<file path="src/rtl/seq_det_pkg.sv">
// Elaboration-time helpers for the serial pattern detector: derives the
// prefix-automaton next-state table and full-match failure state from a pattern.
package seq_det_pkg;

   localparam int MAX_LEN = 8;

   typedef struct packed {
      logic [MAX_LEN-1:0][1:0][2:0] nxt;   // [state][x] -> next state
      logic [2:0]                   fail;  // longest proper border of the full pattern
   } det_tbl_t;

   // Pattern bit j counted from the first-received (MSB) end.
   function automatic logic pat_bit(input logic [7:0] pat, input int len, input int j);
      logic [7:0] t;
      t = pat >> (len - 1 - j);
      return t[0];
   endfunction

   function automatic det_tbl_t build_tbl(input logic [7:0] pat, input int len);
      det_tbl_t r;
      int       best;
      logic     ok;
      logic     sb;
      r = '0;
      for (int s = 0; s < MAX_LEN; s++) begin
         for (int b = 0; b < 2; b++) begin
            best = 0;
            if (s < len) begin
               // Candidate string is the matched prefix of length s followed by b.
               for (int l = 1; l < len; l++) begin
                  if (l <= s + 1) begin
                     ok = 1'b1;
                     for (int j = 0; j < l; j++) begin
                        sb = (s + 1 - l + j < s) ? pat_bit(pat, len, s + 1 - l + j) : b[0];
                        if (sb != pat_bit(pat, len, j))
                           ok = 1'b0;
                     end
                     if (ok)
                        best = l;
                  end
               end
            end
            r.nxt[3'(s)][1'(b)] = 3'(best);
         end
      end
      best = 0;
      for (int l = 1; l < len; l++) begin
         ok = 1'b1;
         for (int j = 0; j < l; j++)
            if (pat_bit(pat, len, len - l + j) != pat_bit(pat, len, j))
               ok = 1'b0;
         if (ok)
            best = l;
      end
      r.fail = 3'(best);
      return r;
   endfunction

endpackage

</file>
<file path="src/rtl/sat_counter.sv">
// Saturating up-counter with synchronous clear (clear beats increment).
// Latency: q updates on the edge after inc/clr. No backpressure.
module sat_counter #(
   parameter int W = 8
) (
   input  logic         cp,
   input  logic         rd,
   input  logic         inc,
   input  logic         clr,
   output logic [W-1:0] q
);

   always_ff @(posedge cp or posedge rd) begin
      if (rd)
         q <= '0;
      else if (clr)
         q <= '0;
      else if (inc && (q != {W{1'b1}}))
         q <= q + 1'b1;
   end

endmodule

</file>
<file path="src/rtl/seq_detector_param.sv">
// Parameterised serial pattern detector with overlap select and match counter.
// Latency: z registered on the edge consuming the completing bit. Stalls via en.
module seq_detector_param
   import seq_det_pkg::*;
#(
   parameter int             LEN     = 4,
   parameter logic [LEN-1:0] PATTERN = 4'b1011,
   parameter int             COUNT_W = 8
) (
   input  logic                    cp,
   input  logic                    rd,
   input  logic                    x,
   input  logic                    en,
   input  logic                    overlap,
   input  logic                    clr,
   output logic                    z,
   output logic [$clog2(LEN)-1:0]  state,
   output logic [COUNT_W-1:0]      match_cnt
);

   localparam int       SW  = $clog2(LEN);
   localparam det_tbl_t TBL = build_tbl(8'(PATTERN), LEN);

   logic [2:0] idx;
   logic [2:0] nxt_raw;
   logic       match;

   assign idx     = 3'(state);
   assign nxt_raw = TBL.nxt[idx][x];
   assign match   = en && (state == SW'(LEN - 1)) && (x == PATTERN[0]);

   always_ff @(posedge cp or posedge rd) begin
      if (rd) begin
         state <= '0;
         z     <= 1'b0;
      end else begin
         z <= match;
         if (match)
            state <= overlap ? SW'(TBL.fail) : '0;
         else if (en)
            state <= SW'(nxt_raw);
      end
   end

   sat_counter #(.W(COUNT_W)) u_cnt (
      .cp  (cp),
      .rd  (rd),
      .inc (match),
      .clr (clr),
      .q   (match_cnt)
   );

endmodule
</file>
<file path="config.mk">
export PLATFORM = sky130hd
export DESIGN_NAME = seq_detector_param
export DESIGN_NICKNAME = d
export VERILOG_FILES = /design/src/rtl/seq_det_pkg.sv /design/src/rtl/sat_counter.sv /design/src/rtl/seq_detector_param.sv
export SDC_FILE = /design/constraint.sdc
export NUM_CORES = 1
export LEC_CHECK = 0
export CAP_MARGIN = 20
export CORE_AREA = 2 2 39 41
export DETAILED_ROUTE_END_ITERATION = 16
export DIE_AREA = 0 0 41 43
export GPL_TIMING_DRIVEN = 0
export MAX_ROUTING_LAYER = met4
export PLACE_DENSITY = 0.74
export SLEW_MARGIN = 10
export SYNTH_ARGS = -nofsm -noshare
export SYNTH_HDL_FRONTEND = slang
export SYNTH_SLANG_ARGS = --single-unit
</file>
<file path="constraint.sdc">
create_clock -name cp -period 3.96 [get_ports cp]
set_input_delay 0.594 -clock cp [delete_from_list [all_inputs] [get_ports cp]]
set_output_delay 0.594 -clock cp [all_outputs]
set_load 0.01 [all_outputs]
</file>
# Word level (Yosys, flattened, before mapping)
# Index checks and enable logic that the tools add are counted.
# word_totals
wordCells,22
input_bits,6
register_bits,11
# op_classes
addsub,1
n_reduce_logical,5
n_lt_le_gt_ge,2
muxes,9
eq_ne,2
# op_table
op,count
$mux 8,2
$bmux 6 s2,1
$add 8x1->8 const B,1
$mux 2,4
$ne 8x8->1 const B,1
$mux 5,1
$lt 2x4->1 const B,1
$reduce_bool 2->1,2
$logic_and 1x1->1,3
$eq 2x2->1 const B,1
$lt 1x2->1 const B,1
$mux 1,1

# Depth between registers and ports, before layout
# Gate-level depths: netlist of run 1.
# depth
ltp_word,6
depth_mapped,5
depth_no_buf,5

# Modules after synthesis
# From an unflattened synthesis of run 1, not the netlist that was laid out.
# hier_totals
hier_cells,59
area_unflattened_um2,620.6
# by_module_without_submodules
mod,area_per_inst_um2,seq_area_each_um2,n_inst,cells_per_inst
sat_counter,504.2,200.2,1,49
seq_detector_param,116.4,75.1,1,10

# Worst setup path before layout of run 1
# No wires, ideal clock.
# synth_timing
path_type,flip-flop to flip-flop
startpoint,reg u_cnt.q[0]
endpoint,reg u_cnt.q[5]
slack_ps,2591
setup_time_ps,120
stages_incl_launch_ff,6
period_less_slack_ps,1369
path_buffers,0
t_arrival_ps,1249
path_cell_list,dfrtp_1 -> ha_1 -> nand4_4 -> o2111ai_1 -> xor2_1 -> nor2_1
# synth_via
elab_chain_cells,3
# synth_lines
element,line,rtl
"start, declared",sat_counter.sv:10,output logic [W-1:0] q
"start signal, assigned",sat_counter.sv:19,q <= q + 1'b1;
$add 8x1->8 or $ne 8x8->1 (tied branches),"sat_counter.sv:19, sat_counter.sv:18",
$mux 8 or $logic_and 1x1->1 (tied branches),sat_counter.sv:18,else if (inc && (q != {W{1'b1}}))
$mux 8 or $reduce_bool 2->1 (tied branches),n/a,
# Several ways; a longest one is shown, not always the timed one. The select of a mux whose other input is x is not followed.
# A chain may end at the register's enable or synchronous reset.

# Final worst setup path of run 1
# layout_timing
startpoint,reg u_cnt.q[2]
endpoint,out match_cnt[2]
# layout_rtl
element,line,rtl
"end, declared",seq_detector_param.sv:18,output logic [COUNT_W-1:0] match_cnt
# No word-level cell between the ends.

==> results.sh, run 1 <==
export IMPL_outcome="complete, no violations"
export IMPL_synth_area_per_cell_um2=10.77
export IMPL_die_w_um=41
export IMPL_synth_top_family_by_area="simple AND/OR/NAND/NOR gates"
export IMPL_period_share=0.4768
export IMPL_postSynthCellCount=53
export IMPL_fin_crit_ns=1.888
export IMPL_fp_row_count=14
export IMPL_crit_required_ns=3.37
export IMPL_drive_gt1_frac=0.1111
export IMPL_routed_wl_um=1042
export IMPL_fin_nets=80
export IMPL_ys_seq_elements=11
export IMPL_drtPass1Iterations=2
export IMPL_clock_sinks=11
export IMPL_worst_setup_path_start_kind="flip-flop"
export IMPL_reg2regPathDepth=5
export IMPL_ys_seq_area_frac=0.4825
export IMPL_setup_violations=0
export IMPL_ys_types=24
export IMPL_clkPwrFrac=0.381
export IMPL_fmaxAchievable_mhz=529.7
export IMPL_wl_per_cell_um=11.84
export IMPL_powerDensity_nw_per_um2=255.5
export IMPL_p_leak_uw=0.0003631
export IMPL_diodes=0
export IMPL_antenna_found_initial=0
export IMPL_grt_overflow=0
export IMPL_clk_pin_slew_ns=0.06
export IMPL_portBuffers=15
export IMPL_synth_area_mux_share=0.05263
export IMPL_arrival_ns=1.29
export IMPL_crit_path_end_kind="output pin"
export IMPL_area_delta_synth_final_pct=34.43
export IMPL_worst_path_buf_inv=1
export IMPL_clock_latency_ns=0.27
export IMPL_holdWs_ns=0.5732
export IMPL_gp_congestion=0.7306
export IMPL_finalMaxSlewViolations=0
export IMPL_synth_adder_area_share=0.02193
export IMPL_yosys_area_share_simple=0.2303
export IMPL_grt_pass1_vias=427
export IMPL_vdd_drop_max_mv=0.1144
export IMPL_root_buffer="clkbuf_4"
export IMPL_post_cts_resized=0
export IMPL_yosysWarningCount=0
export IMPL_cap_violations=0
export IMPL_final_hold_viol_count=0
export IMPL_cts_setup_buffers=0
export IMPL_max_slew_margin=0.7183
export IMPL_synth_xor_area_share=0.06140
export IMPL_place_area_um2=740.7
export IMPL_drc=0
export IMPL_power_switching_uw=40.27
export IMPL_design_area_um2=767.0
export IMPL_drtIter0Drc=8
export IMPL_path_max_fanout=5
export IMPL_die_area_um2=1763
export IMPL_ant_nets=0
export IMPL_numCtsBuffers=3
export IMPL_cts_tree="yes"
export IMPL_pwr_share_seq=0.573
export IMPL_fin_skew_ns=0.001681
export IMPL_grt_start_max_net_pins=12
export IMPL_start_util=0.4123
export IMPL_path_class="flip-flop to output pin"
export IMPL_worst_hold_path_type="flip-flop to flip-flop"
export IMPL_min_path_cells=1
export IMPL_synth_compound_area_frac=0.09430
export IMPL_die_h_um=43
export IMPL_crit_family="buffers and inverters"
export IMPL_power_uw=196.0
export IMPL_core_um2=1384
export IMPL_grt_pass1_wl_um=1738
export IMPL_p_comb_frac=0.046
export IMPL_tns_ns=0
export IMPL_slowest_stage="clkdlybuf4s50_1"
export IMPL_synth_net_count=60
export IMPL_ctsHoldBuffers=0
export IMPL_grt_setup_unrepaired="false"
export IMPL_p_int_uw=155.7
export IMPL_vias_per_cell=5.364
export IMPL_track_usage=0.1533
export IMPL_num_vias=472
export IMPL_max_stage_delay_ns=0.57
export IMPL_swShare=0.2055
export IMPL_path_depth=1
export IMPL_htreeDepth=1
export IMPL_tightest_slew_ns=0.4221
export IMPL_crit_chain="clkdlybuf4s50_1"
export IMPL_ioPinCount=17
export IMPL_netlist_area_um2=570.5
export IMPL_cts_max_path_buffers=2
cell usage after synthesis (all sizes together):
cell,number,area share
a21boi,1,0.013
ha,1,0.022
nand4,3,0.059
mux2i,3,0.053
clkdlybuf4s25,1,0.018
nand2,4,0.039
xor2,4,0.061
nand3,2,0.018
buf,1,0.020
dfrtp,11,0.48
and3,1,0.011
nor3,1,0.0088
o2111ai,1,0.015
nor4,1,0.011
o211ai,2,0.026
inv,3,0.020
o21ai,1,0.015
and2,2,0.022
and4,1,0.015
o22ai,1,0.011
nor2,7,0.046
o21a,1,0.013
power by group through the flow:
stage / clock, uW / combinational, uW / sequential, uW
floorplan: 0 / 3.40 / 114
global placement: 0 / 8.98 / 114
detailed placement: 0 / 9.03 / 114
CTS: 77.9 / 9.05 / 112
global route: 82.8 / 9.81 / 112
finish: 74.7 / 8.95 / 112
area by class of cell:
cell class / instances / area (um^2)
buffer: 2 / 21.27
inverter: 3 / 11.26
tap: 16 / 20.02
timing repair buffer: 15 / 150.1
clock buffer: 4 / 26.28
multi-input combinational: 37 / 262.8
fill: 129 / 616.8
sequential: 11 / 275.3
metrics by stage:
step	utilization	setup slack [ns]	instances
3_3_place_gp	0.5353	2.047	84
5_1_grt	0.5543	2.019	88
3_5_place_dp	0.5353	2.022	84
2_1_floorplan	-	2.591	53
6_report	0.5543	2.072	88
4_1_cts	0.5543	2.060	88
cell families after synthesis:
logic type	after synthesis
fa+ha+maj	1
xor+xnor	4
flops	11
buf+inv	5
simple gates	22
compound gates	7
mux	3
path summary, 6_finish.rpt:
kind	to	slack, ns	start
worst max-delay path	match_cnt[2]	2.07	u_cnt.q[2]
worst min-delay path	state[0]	0.57	state[0]
worst max register to register	u_cnt.q[1]	2.53	u_cnt.q[0]
worst min register to register	state[0]	0.57	state[0]
max in group asynchronous	u_cnt.q[5]	3.05	rd
min in group asynchronous	u_cnt.q[0]	0.62	rd
registers in the layout, indices dropped and copies added (netlist names):
register and count:
u_cnt.q 8, state 2, z 1
metal layers:
layer | vias to the layer above | wire length [um] | GRT usage | share of wire
met4 | 0 | 35 | 0.1200 | 0.034
met2 | 12 | 484 | 0.2125 | 0.46
met3 | 5 | 33 | 0.01571 | 0.032
met1 | 230 | 489 | 0.1946 | 0.47
met5 | - | 0 | - | 0
li1 | 225 | - | - | -
layout by cell type, fill, tap and decap left out, drive strengths merged, types with 2 or more instances in the layout:
| cell type | instances |
|---|---|
| nand2 | 4 |
| dfrtp | 11 |
| nand3 | 2 |
| inv | 3 |
| mux2i | 3 |
| nand4 | 3 |
| and2 | 2 |
| nor2 | 7 |
| clkdlybuf4s50 | 15 |
| clkbuf | 4 |
| o211ai | 2 |
| xor2 | 4 |
(Power assumes the default switching activity.)
==> run 2: changes to the inputs <==
--- a/config.mk
+++ b/config.mk
@@ -6,12 +6,11 @@
 export NUM_CORES = 1
 export LEC_CHECK = 0
 export CAP_MARGIN = 20
-export CORE_AREA = 2 2 39 41
+export CORE_UTILIZATION = 39
 export DETAILED_ROUTE_END_ITERATION = 16
-export DIE_AREA = 0 0 41 43
 export GPL_TIMING_DRIVEN = 0
 export MAX_ROUTING_LAYER = met4
-export PLACE_DENSITY = 0.74
+export PLACE_DENSITY = 0.71
 export SLEW_MARGIN = 10
 export SYNTH_ARGS = -nofsm -noshare
 export SYNTH_HDL_FRONTEND = slang
==> constraint.sdc (replaced) <==
create_clock -name cp -period 1.6 [get_ports cp]
set_input_delay 0.24 -clock cp [delete_from_list [all_inputs] [get_ports cp]]
set_output_delay 0.24 -clock cp [all_outputs]
set_load 0.01 [all_outputs]
==> results.sh, run 2 (synthesis results as in run 1) <==
export IMPL_vdd_drop_max_mv=0.2828
export IMPL_layout_common_cells="clkdlybuf4s50_1, dfrtp_1, nor2_1"
export IMPL_met2_usage=0.1935
export IMPL_grt_start_max_net_pins=12
export IMPL_vias_per_cell=5.115
export IMPL_cts_tree="yes"
export IMPL_core_um2=1334
export IMPL_arrival_ns=1.30
export IMPL_cts_max_path_buffers=2
export IMPL_multiInputGateArea_um2=262.8
export IMPL_worst_path_buf_inv=1
export IMPL_pwr_share_seq=0.578
export IMPL_drc=0
export IMPL_die_h_um=40.25
export IMPL_r2r_end="u_cnt.q[1]"
export IMPL_largest_reg_flops=8
export IMPL_p_comb_frac=0.045
export IMPL_crit_family="buffers and inverters"
export IMPL_met3_usage=0.03333
export IMPL_fmaxAchievable_mhz=649.5
export IMPL_fp_row_count=13
export IMPL_busiest_layer="met1"
export IMPL_path_max_fanout=5
export IMPL_drive_gt1_frac=0.1250
export IMPL_dpl_cell_count=83
export IMPL_instances_no_fill=87
export IMPL_die_w_um=40.25
export IMPL_grt_overflow=0
export IMPL_num_vias=445
export IMPL_num_fill_cells=126
export IMPL_worst_setup_path_start_kind="flip-flop"
export IMPL_fin_nets=80
export IMPL_final_hold_viol_count=0
export IMPL_clock_sinks=11
export IMPL_path_class="flip-flop to output pin"
export IMPL_met1_usage=0.2388
export IMPL_die_area_um2=1620
export IMPL_finalMaxSlewViolations=0
export IMPL_dpl_hpwl_um=766.5
export IMPL_p_int_uw=384.8
export IMPL_crit_path_end_kind="output pin"
export IMPL_max_slew_margin=0.7197
export IMPL_setup_violations=0
export IMPL_cts_setup_buffers=0
export IMPL_crit_required_ns=1.36
export IMPL_p_leak_uw=0.0003615
export IMPL_htreeDepth=1
export IMPL_cap_violations=0
export IMPL_reg2regPathDepth=5
export IMPL_root_buffer="clkbuf_4"
export IMPL_powerDensity_nw_per_um2=627.0
export IMPL_worst_hold_path_type="input pin to async pin"
export IMPL_layout_commonest_cell="clkdlybuf4s50_1"
export IMPL_ioPinCount=17
export IMPL_slowest_stage="clkdlybuf4s50_1"
export IMPL_clkPwrFrac=0.378
export IMPL_holdWs_ns=0.2673
export IMPL_gp_congestion=0.6832
export IMPL_clk_pin_slew_ns=0.07
export IMPL_fin_skew_ns=0.004921
export IMPL_outcome="complete, no violations"
export IMPL_portBuffers=15
export IMPL_largest_register="u_cnt.q"
export IMPL_numCtsBuffers=3
export IMPL_grt_pass1_wl_um=1607
export IMPL_grt_pass1_vias=364
export IMPL_grt_setup_unrepaired="false"
export IMPL_swShare=0.1998
export IMPL_track_usage=0.1541
export IMPL_tightest_slew_ns=0.4199
export IMPL_area_delta_synth_final_pct=34.43
export IMPL_max_stage_delay_ns=0.58
export IMPL_regArea_um2=276.5
export IMPL_top_regs="u_cnt.q: 8 flops, state: 2 flops, z: 1 flops"
export IMPL_fin_crit_ns=1.540
export IMPL_ant_nets=0
export IMPL_diodes=0
export IMPL_routed_wl_um=1022
export IMPL_path_depth=1
export IMPL_clock_latency_ns=0.26
export IMPL_rrSetupSlack_ns=0.18
export IMPL_antenna_found_initial=0
export IMPL_drtIter0Drc=11
export IMPL_crit_chain="clkdlybuf4s50_1"
export IMPL_power_switching_uw=96.10
export IMPL_timing_rr_start="u_cnt.q[0]"
export IMPL_wl_per_cell_um=11.75
export IMPL_period_share=0.9623
export IMPL_cp_startpoint="u_cnt.q[2]"
export IMPL_start_util=0.4278
export IMPL_drtPass1Iterations=6
==> run 2: changes by cell type in the layout (fill, tap and decap cells not counted) <==
cell / before / now
dfrtp_1: 11 / 10
dfrtp_2: 0 / 1
==> run 2: worst max-delay path by stage <==
stage and to:
3_5_place_dp u_cnt.q[4], 4_1_cts match_cnt[2], 2_1_floorplan u_cnt.q[5], 5_1_grt match_cnt[2], 3_3_place_gp u_cnt.q[6], 6_report match_cnt[2]
==> run 2: layout make-up <==
class / count / share of cell area
well taps: 15 / 0.02447
clock buffers: 4 / 0.03426
multi-input cells: 37 / 0.3426
plain buffers: 2 / 0.02773
flip-flops and latches: 11 / 0.3605
repair buffers: 15 / 0.1958
inverters: 3 / 0.01468
==> run 2: per-layer routing <==
layer,part of all wire,vias to the layer above
met4,0.013,0
met3,0.078,2
met5,0,-
li1,-,223
met1,0.51,202
met2,0.40,18
==> run 2: metrics by stage <==
stage / worst slack [ns] / area [um^2] / util / power [uW] / TNS, ns
2_1_floorplan: 0.2314 / 570.5 / - / 291.7 / 0
3_3_place_gp: 0.05094 / 739.5 / 0.5544 / 305.5 / 0
3_5_place_dp: -0.003733 / 739.5 / 0.5544 / 305.2 / -0.003733
4_1_cts: 0.05655 / 765.7 / 0.5741 / 485.7 / 0
5_1_grt: 0.01821 / 767.0 / 0.5750 / 504.5 / 0
6_report: 0.06034 / 767.0 / 0.5750 / 480.9 / 0
==> run 2: what timing repair did <==
| action | in CTS | in global routing |
|---|---|---|
| gates resized for setup | 0 | 1 |
| hold buffers | 0 | 0 |
| setup endpoints to repair | 0 | 1 |
| hold endpoints to repair | 0 | 0 |
==> run 2: power by group through the flow <==
stage               clock [uW]  combinational [uW]  sequential (uW)
finish                     182                21.4              278
global route               203                24.2              278
global placement             0                22.2              283
CTS                        186                21.9              278
floorplan                    0                8.42              283
detailed placement           0                21.9              283
==> run 3: changes to the inputs <==
--- a/config.mk
+++ b/config.mk
@@ -8,7 +8,6 @@
 export CAP_MARGIN = 20
 export CORE_UTILIZATION = 39
 export DETAILED_ROUTE_END_ITERATION = 16
-export GPL_TIMING_DRIVEN = 0
 export MAX_ROUTING_LAYER = met4
 export PLACE_DENSITY = 0.71
 export SLEW_MARGIN = 10
==> results.sh, run 3 (synthesis results as in run 1) <==
export IMPL_outcome="complete, no violations"
export IMPL_dpl_cell_count=84
export IMPL_clock_latency_ns=0.26
export IMPL_setup_violations=0
export IMPL_antenna_found_initial=0
export IMPL_portBuffers=16
export IMPL_crit_path_end_kind="output pin"
export IMPL_swShare=0.2110
export IMPL_powerDensity_nw_per_um2=637.1
export IMPL_largest_reg_flops=8
export IMPL_grt_setup_unrepaired="false"
export IMPL_worst_path_buf_inv=1
export IMPL_instances_no_fill=88
export IMPL_root_buffer="clkbuf_4"
export IMPL_start_util=0.4278
export IMPL_cts_max_path_buffers=2
export IMPL_ioPinCount=17
export IMPL_grt_pass1_wl_um=1697
export IMPL_fin_nets=81
export IMPL_grt_overflow=0
export IMPL_diodes=0
export IMPL_layout_commonest_cell="clkdlybuf4s50_1"
export IMPL_track_usage=0.1663
export IMPL_period_share=0.9530
export IMPL_drtPass1Iterations=4
export IMPL_pwr_share_seq=0.565
export IMPL_clock_sinks=11
export IMPL_power_switching_uw=103.8
export IMPL_num_vias=445
export IMPL_clk_pin_slew_ns=0.07
export IMPL_max_stage_delay_ns=0.57
export IMPL_worst_setup_path_start_kind="flip-flop"
export IMPL_vdd_drop_max_mv=0.3075
export IMPL_htreeDepth=1
export IMPL_wl_per_cell_um=11.70
export IMPL_p_int_uw=388.1
export IMPL_power_uw=491.9
export IMPL_die_area_um2=1620
export IMPL_crit_chain="clkdlybuf4s50_1"
export IMPL_num_fill_cells=119
export IMPL_tns_ns=0
export IMPL_die_h_um=40.25
export IMPL_top_regs="u_cnt.q: 8 flops, state: 2 flops, z: 1 flops"
export IMPL_cts_tree="yes"
export IMPL_dpl_hpwl_um=751.6
export IMPL_p_comb_frac=0.051
export IMPL_finalMaxSlewViolations=0
export IMPL_fin_crit_ns=1.525
export IMPL_drive_gt1_frac=0.1370
export IMPL_arrival_ns=1.28
export IMPL_final_util=0.5788
export IMPL_reg2regPathDepth=5
export IMPL_drc=0
export IMPL_slowest_stage="clkdlybuf4s50_1"
export IMPL_routed_wl_um=1030
export IMPL_layout_common_cells="clkdlybuf4s50_1, dfrtp_1, nor2_1"
export IMPL_max_slew_margin=0.7150
export IMPL_drtIter0Drc=10
export IMPL_path_class="flip-flop to output pin"
export IMPL_timing_rr_start="u_cnt.q[0]"
export IMPL_clkPwrFrac=0.384
export IMPL_fmaxAchievable_mhz=655.8
export IMPL_tightest_slew_ns=0.4270
export IMPL_largest_register="u_cnt.q"
export IMPL_path_max_fanout=5
export IMPL_fin_skew_ns=0.002568
export IMPL_crit_family="buffers and inverters"
export IMPL_worst_hold_path_type="input pin to async pin"
export IMPL_ctsHoldBuffers=0
export IMPL_vias_per_cell=5.057
export IMPL_crit_required_ns=1.36
export IMPL_grt_start_max_net_pins=12
export IMPL_ant_nets=0
export IMPL_final_hold_viol_count=0
export IMPL_core_um2=1334
export IMPL_numCtsBuffers=3
export IMPL_cap_violations=0
export IMPL_area_delta_synth_final_pct=35.31
export IMPL_p_leak_uw=0.0003622
export IMPL_r2r_end="u_cnt.q[1]"
export IMPL_fp_row_count=13
export IMPL_grt_pass1_vias=383
export IMPL_rrSetupSlack_ns=0.18
export IMPL_gp_congestion=0.7296
export IMPL_die_w_um=40.25
==> run 3: cell types whose count changed in the layout (fill, tap and decap cells not counted) <==
cell             previous run  this run
clkdlybuf4s25_2             1         0
buf_6                       1         0
buf_4                       0         2
dfrtp_1                    10         9
dfrtp_2                     1         2
clkdlybuf4s50_1            15        16
==> run 3: cell type report <==
cell class	instances	area, um^2	share of cell area
Clock buffer	4	26.28	0.03404
Inverter	3	11.26	0.01459
Multi-Input combinational cell	37	262.8	0.3404
Sequential cell	11	277.8	0.3598
Tap cell	15	18.77	0.02431
Timing Repair Buffer	18	175.2	0.2269
==> run 3: power groups by stage <==
stage | clock, uW | sequential [uW] | combinational [uW]
6_report | 189 | 278 | 25.3
5_1_grt | 214 | 278 | 28.5
4_1_cts | 195 | 278 | 25.9
3_5_place_dp | 0 | 283 | 25.9
3_3_place_gp | 0 | 283 | 25.8
2_1_floorplan | 0 | 283 | 8.42
==> run 3: repair_timing <==
action / CTS / global route
buffers inserted: 0 / 0
resized for setup: 0 / 2
setup endpoints to repair: 0 / 2
==> run 3: per-layer routing <==
metal / GRT usage / wire (um) / vias to the layer above
met5: - / 0 / -
met4: 0.1000 / 19 / 0
met3: 0.03333 / 64 / 2
met2: 0.2097 / 412 / 15
met1: 0.2381 / 535 / 201
li1: - / - / 227
==> run 3: worst max path at each step <==
stage	slack (ns)	cells after the start	endpoint	startpoint
finish	0.08	1	match_cnt[5]	u_cnt.q[5]
CTS	0.05	1	match_cnt[2]	u_cnt.q[2]
global placement	-0.02	5	u_cnt.q[7]	x
floorplan	0.23	5	u_cnt.q[5]	u_cnt.q[0]
detailed placement	-0.03	5	u_cnt.q[5]	x
global route	0.02	1	match_cnt[5]	u_cnt.q[5]
==> run 3: per-stage QoR <==
stage | cell area (um^2) | worst slack [ns] | hold slack (ns)
6_report | 772.0 | 0.07519 | 0.2633
5_1_grt | 772.0 | 0.01616 | 0.3049
4_1_cts | 769.5 | 0.04707 | 0.2756
3_5_place_dp | 743.2 | -0.03210 | 0.5564
3_3_place_gp | 743.2 | -0.02267 | 0.5523
2_1_floorplan | 570.5 | 0.2314 | 0.09244
